--- src/rtl/button_debouncer.sv ---
// Push-button conditioner: two-flop synchroniser, stability-counting FSM, and
// registered level plus single-cycle press/release strobes with a bounce counter.
module button_debouncer #(
    parameter int STABLE_CYCLES = 1000,
    parameter int CNT_WIDTH     = 10
) (
    input  logic       clock,
    input  logic       reset_n,
    input  logic       btn_in,
    output logic       btn_level,
    output logic       press_pulse,
    output logic       release_pulse,
    output logic [7:0] bounce_count
);

    typedef enum logic [1:0] {
        RELEASED    = 2'd0,
        PRESS_CHK   = 2'd1,
        PRESSED     = 2'd2,
        RELEASE_CHK = 2'd3
    } state_t;

    localparam logic [CNT_WIDTH-1:0] CNT_LAST = CNT_WIDTH'(STABLE_CYCLES - 1);

    state_t               state_q, state_d;
    logic                 sync1_q, sync2_q;
    logic [CNT_WIDTH-1:0] cnt_q, cnt_d;
    logic                 level_q, level_d;
    logic                 press_q, press_d;
    logic                 rel_q, rel_d;
    logic [7:0]           bounce_q, bounce_d;
    logic                 cnt_done;
    logic                 aborted;

    assign cnt_done = (cnt_q == CNT_LAST);

    always_ff @(posedge clock or negedge reset_n) begin
        if (!reset_n) begin
            sync1_q  <= 1'b0;
            sync2_q  <= 1'b0;
            state_q  <= RELEASED;
            cnt_q    <= '0;
            level_q  <= 1'b0;
            press_q  <= 1'b0;
            rel_q    <= 1'b0;
            bounce_q <= 8'd0;
        end else begin
            sync1_q  <= btn_in;
            sync2_q  <= sync1_q;
            state_q  <= state_d;
            cnt_q    <= cnt_d;
            level_q  <= level_d;
            press_q  <= press_d;
            rel_q    <= rel_d;
            bounce_q <= bounce_d;
        end
    end

    // cnt is parked at zero outside the check states so it stays deterministic.
    always_comb begin
        state_d = state_q;
        cnt_d   = '0;
        unique case (state_q)
            RELEASED: begin
                if (sync2_q) state_d = PRESS_CHK;
            end
            PRESS_CHK: begin
                if (!sync2_q)      state_d = RELEASED;
                else if (cnt_done) state_d = PRESSED;
                else               cnt_d   = cnt_q + 1'b1;
            end
            PRESSED: begin
                if (!sync2_q) state_d = RELEASE_CHK;
            end
            RELEASE_CHK: begin
                if (sync2_q)       state_d = PRESSED;
                else if (cnt_done) state_d = RELEASED;
                else               cnt_d   = cnt_q + 1'b1;
            end
            default: state_d = RELEASED;
        endcase
    end

    always_comb begin
        level_d  = (state_d == PRESSED) || (state_d == RELEASE_CHK);
        press_d  = (state_q == PRESS_CHK)   && (state_d == PRESSED);
        rel_d    = (state_q == RELEASE_CHK) && (state_d == RELEASED);
        aborted  = ((state_q == PRESS_CHK)   && (state_d == RELEASED)) ||
                   ((state_q == RELEASE_CHK) && (state_d == PRESSED));
        bounce_d = bounce_q;
        if (aborted && (bounce_q != 8'hFF)) bounce_d = bounce_q + 8'd1;
    end

    assign btn_level     = level_q;
    assign press_pulse   = press_q;
    assign release_pulse = rel_q;
    assign bounce_count  = bounce_q;

endmodule

--- config.mk ---
export PLATFORM = sky130hd
export DESIGN_NAME = button_debouncer
export DESIGN_NICKNAME = d
export VERILOG_FILES = /design/src/rtl/button_debouncer.sv
export SDC_FILE = /design/constraint.sdc
export NUM_CORES = 1
export LEC_CHECK = 0
export BUFFER_PORTS_ARGS = -buffer_cell sky130_fd_sc_hd__buf_2
export CAP_MARGIN = 20
export CORE_MARGIN = 2
export CORE_UTILIZATION = 59
export DETAILED_ROUTE_END_ITERATION = 12
export GPL_ROUTABILITY_DRIVEN = 0
export GPL_TIMING_DRIVEN = 0
export PLACE_DENSITY = 0.81
export SETUP_SLACK_MARGIN = 0.05
export SKIP_LAST_GASP = 1
export SYNTH_ARGS = -nofsm -noshare
export SYNTH_HDL_FRONTEND = slang
export SYNTH_SLANG_ARGS = --single-unit
--- constraint.sdc ---
create_clock -name clock -period 3.3 [get_ports clock]
set_clock_uncertainty 0.05 [all_clocks]
set_input_delay 0.66 -clock clock [delete_from_list [all_inputs] [get_ports clock]]
set_output_delay 0.66 -clock clock [all_outputs]
set_load 0.05 [all_outputs]
==> impl_summary.log <==
[metrics] worst reg-to-reg setup slack: between 1000 and 1500 ps
[metrics] Final setup viols: 0
[metrics] share of the clock period used by the worst path after layout: 0.5773
[metrics] number of instances in the synthesized netlist: 98
[metrics] CTS root buf: clkbuf_4
[metrics] FF-to-FF path depth: 5
[metrics] max capacitance violation total: 0
[metrics] count of cell types in the netlist: 26
[metrics] most frequently used flop master after synthesis: dfrtp_1
[metrics] total power consumption of the routed design: between 0.0007 and 0.0008 W
[metrics] # fillers: between 100 and 150
[metrics] worst reg2reg path startpoint: cnt_q[0]
[metrics] number of buffers added to fix hold violations after cts: 0
[metrics] Clock H-tree levels: 1
[metrics] final hold slack: about 250 ps
[metrics] CP required: around 3500 ps
[metrics] Max stage delay cell, worst path: nor3_1
[metrics] Peak Freq: 524.9 MHz
[metrics] die width: 46.53 µm
[metrics] leading cell types by count after synthesis: 24 x dfrtp_1, 10 x nand3_1, 10 x nor2_1
[metrics] worst min path class: in2async
[metrics] dominant cells by area after synthesis: dfrtp_1 56%, xnor2_1 4.9%, nand3_1 4.7%, nor2_1 3.5%, xor2_1 3.3%
[metrics] Post-Layout Inst Area: ~0.0012 mm²
[metrics] share of synthesized area occupied by flip-flops and latches: 0.5627
[metrics] number of sinks driven by the clock tree: 24
[metrics] fraction of final layout cells sized beyond drive strength 1: 0.2000
[metrics] Synth Area per Inst: about 11 µm²
[metrics] HPWL after DPL: 1387 µm
[metrics] global-route usage over all layers: 0.2149
[metrics] WP data arrival: between 2000 and 2500 ps
[metrics] Peak VDD IR: around 0.00057 V
[metrics] area after detailed placement: between 0.001 and 0.0015 mm²
[metrics] wire length after detailed routing: 1838 µm
[metrics] number of enable-type register cells in the synthesized netlist: 0
[metrics] crit-path max cell delay: ~430 ps
[metrics] count of antenna-violating nets left after detailed routing: 0
[metrics] antenna violations before repair: 0
[metrics] Layout Nets: 121
[metrics] Max transition margin: 0.6375
[metrics] first-pass GRT wire length: roughly 3100 µm
[metrics] via count of the first global-routing pass: 721
[metrics] synthesis-stage register bit count: 24
[metrics] critical path start-end classification: reg2reg
[metrics] sort of element at the start of the critical path: register
[metrics] synthesis warning total: 0
[metrics] portion of synthesized cell area occupied by the leading cell type: 0.5627
[metrics] Clock Latency Late Sink: 310 ps
[metrics] layout overhead on the synthesized area: 12.43%
[metrics] power per cell area: approximately 650 mW/mm²
[metrics] Clock transition at path regs: 130 ps
[metrics] detailed-route via count: 786
[metrics] clock tree from TritonCTS: done
[metrics] cts repair resizes: 0
[metrics] minimum clock period after layout: between 1500 and 2000 ps
[metrics] area enclosed by the die boundary: roughly 0.0022 mm²
[metrics] setup_tns: 0 ps
[metrics] starting utilization of the core area: 0.6249
[metrics] result of the run: complete, no violations
[metrics] sum of overflow across all layers after global routing: 0
[metrics] RSZ-0062 raised after global routing: no
[metrics] number of buffers created by CTS: 3
[metrics] Pre-Repair DR Iteration Count: 4
[metrics] final antenna diode count: 0
[metrics] number of DRC violations after detailed-routing iteration 0: 15
[metrics] Bufs on Longest Clock Path: 2
[metrics] cell leakage power: around 0.55 nW
[metrics] largest area contributor in the synthesized netlist: dfrtp_1
[metrics] ys async rst share: 1.000
[metrics] post-detailed-route DRC marker count: 0
[metrics] Post CTS Setup Buffer Count: 0
[metrics] most common cell in the netlist: dfrtp_1
[metrics] total standard cell area after synthesis: about 0.0011 mm²
[metrics] transition time at the pin with the least slew margin: about 540 ps
[metrics] worst reg2reg endpoint: btn_level
[metrics] detailed-route vias per instance: roughly 5.6
[metrics] maximum number of pins on one net before global-route repair: 25
[metrics] Worst Path Max Fanout: 4
[metrics] final core occ: 0.7026
[metrics] Final Hold Viols: 0
[metrics] max-slew violation count: 0
[metrics] num rows: 15
[metrics] average detailed-routed wire length per instance: 13.13 µm
[metrics] Worst setup EP type: register
[metrics] number of ports placed on the die boundary: 14
[metrics] Vert. Die Dim: around 47 µm
[metrics] Syn Nets: around 100
[metrics] cells traversed along the worst timing path: ha_1 -> nand2_1 -> nor3_1 -> nand3_1 -> mux2_2
[metrics] IO Port Bufs: 13
[metrics] core outline area: 0.001708 mm²
through the flow:
step | setup slack [ps] | instances
after floorplan | 1387 | 98
after global placement | 1552 | 136
after detailed placement | 1465 | 136
after CTS | 1439 | 140
after global routing | 1270 | 140
final | 1395 | 140
worst max-delay path by stage:
stage               startpoint              end  slack [ps]  cells after the start
3_5_place_dp          cnt_q[0]        btn_level        1470                      5
6_report              cnt_q[0]        btn_level        1390                      5
3_3_place_gp          cnt_q[0]        btn_level        1550                      5
5_1_grt               cnt_q[0]        btn_level        1270                      5
2_1_floorplan  bounce_count[0]  bounce_count[6]        1390                      5
4_1_cts               cnt_q[0]        btn_level        1440                      5
report_power, final:
group	internal (W)	switching (W)	leakage, nW
Sequential	0.000333	0.0000507	0.316
Clock	0.0000674	0.0000824	0.0210
Combinational	0.0000669	0.000180	0.212
sequential cells by signal, indices dropped and copies added (netlist names):
name           cells
bounce_count       8
btn_level          1
cnt_q             10
press_pulse        1
release_pulse      1
state_q            1
sync1_q            1
sync2_q            1
placed cells by master (no fill, tap or decap):
cell      instances
dfrtp_1          24
buf_2            13
nand3_1          10
nor2_1           10
nand2_1           6
xnor2_1           6
a21oi_1           5
xor2_1            4
inv_1             4
nor3_1            3
mux2_2            3
nor3b_1           3
clkbuf_4          3
and4_1            2
nand2b_1          2
and3_1            2
nand4_1           2
ha_1              2
a21o_1            1
o221a_2           1
and2_1            1
o211ai_1          1
or3_1             1
or4_4             1
nor2_2            1
o21a_1            1
a211oi_1          1
a31oi_1           1
clkbuf_8          1
kinds of logic after synthesis:
logic type      after synthesis  share of synthesized area
simple gates                 44                     0.2181
flops                        24                     0.5627
compound gates               11                    0.06801
fa+ha+maj                     2                    0.02344
mux                           3                    0.03165
xor+xnor                     10                    0.08206
buf+inv                       4                    0.01406
layer usage:
layer / vias up / share of wire / track usage
met3: 4 / 0.039 / 0.04706
met5: - / 0 / 0
li1: 382 / - / -
met1: 383 / 0.41 / 0.2556
met2: 17 / 0.53 / 0.3639
met4: 0 / 0.023 / 0.1029
cell type report:
class                      count  area (µm²)  share of cell area
sequential                    24       600.6              0.5005
inverter                       4       15.01             0.01251
multi-input combinational     70       451.7              0.3764
clock buffer                   4       36.28             0.03024
timing repair buffer          13       65.06             0.05422
tap                           25       31.28             0.02607
critical path: cells and delay by family, from the launching register on:
family | cells | cell delay, ps
fa+ha+maj | 1 | 250
flops | 1 | 420
mux | 1 | 320
simple gates | 3 | 750
Note: power is estimated with default switching activity, not from simulation.
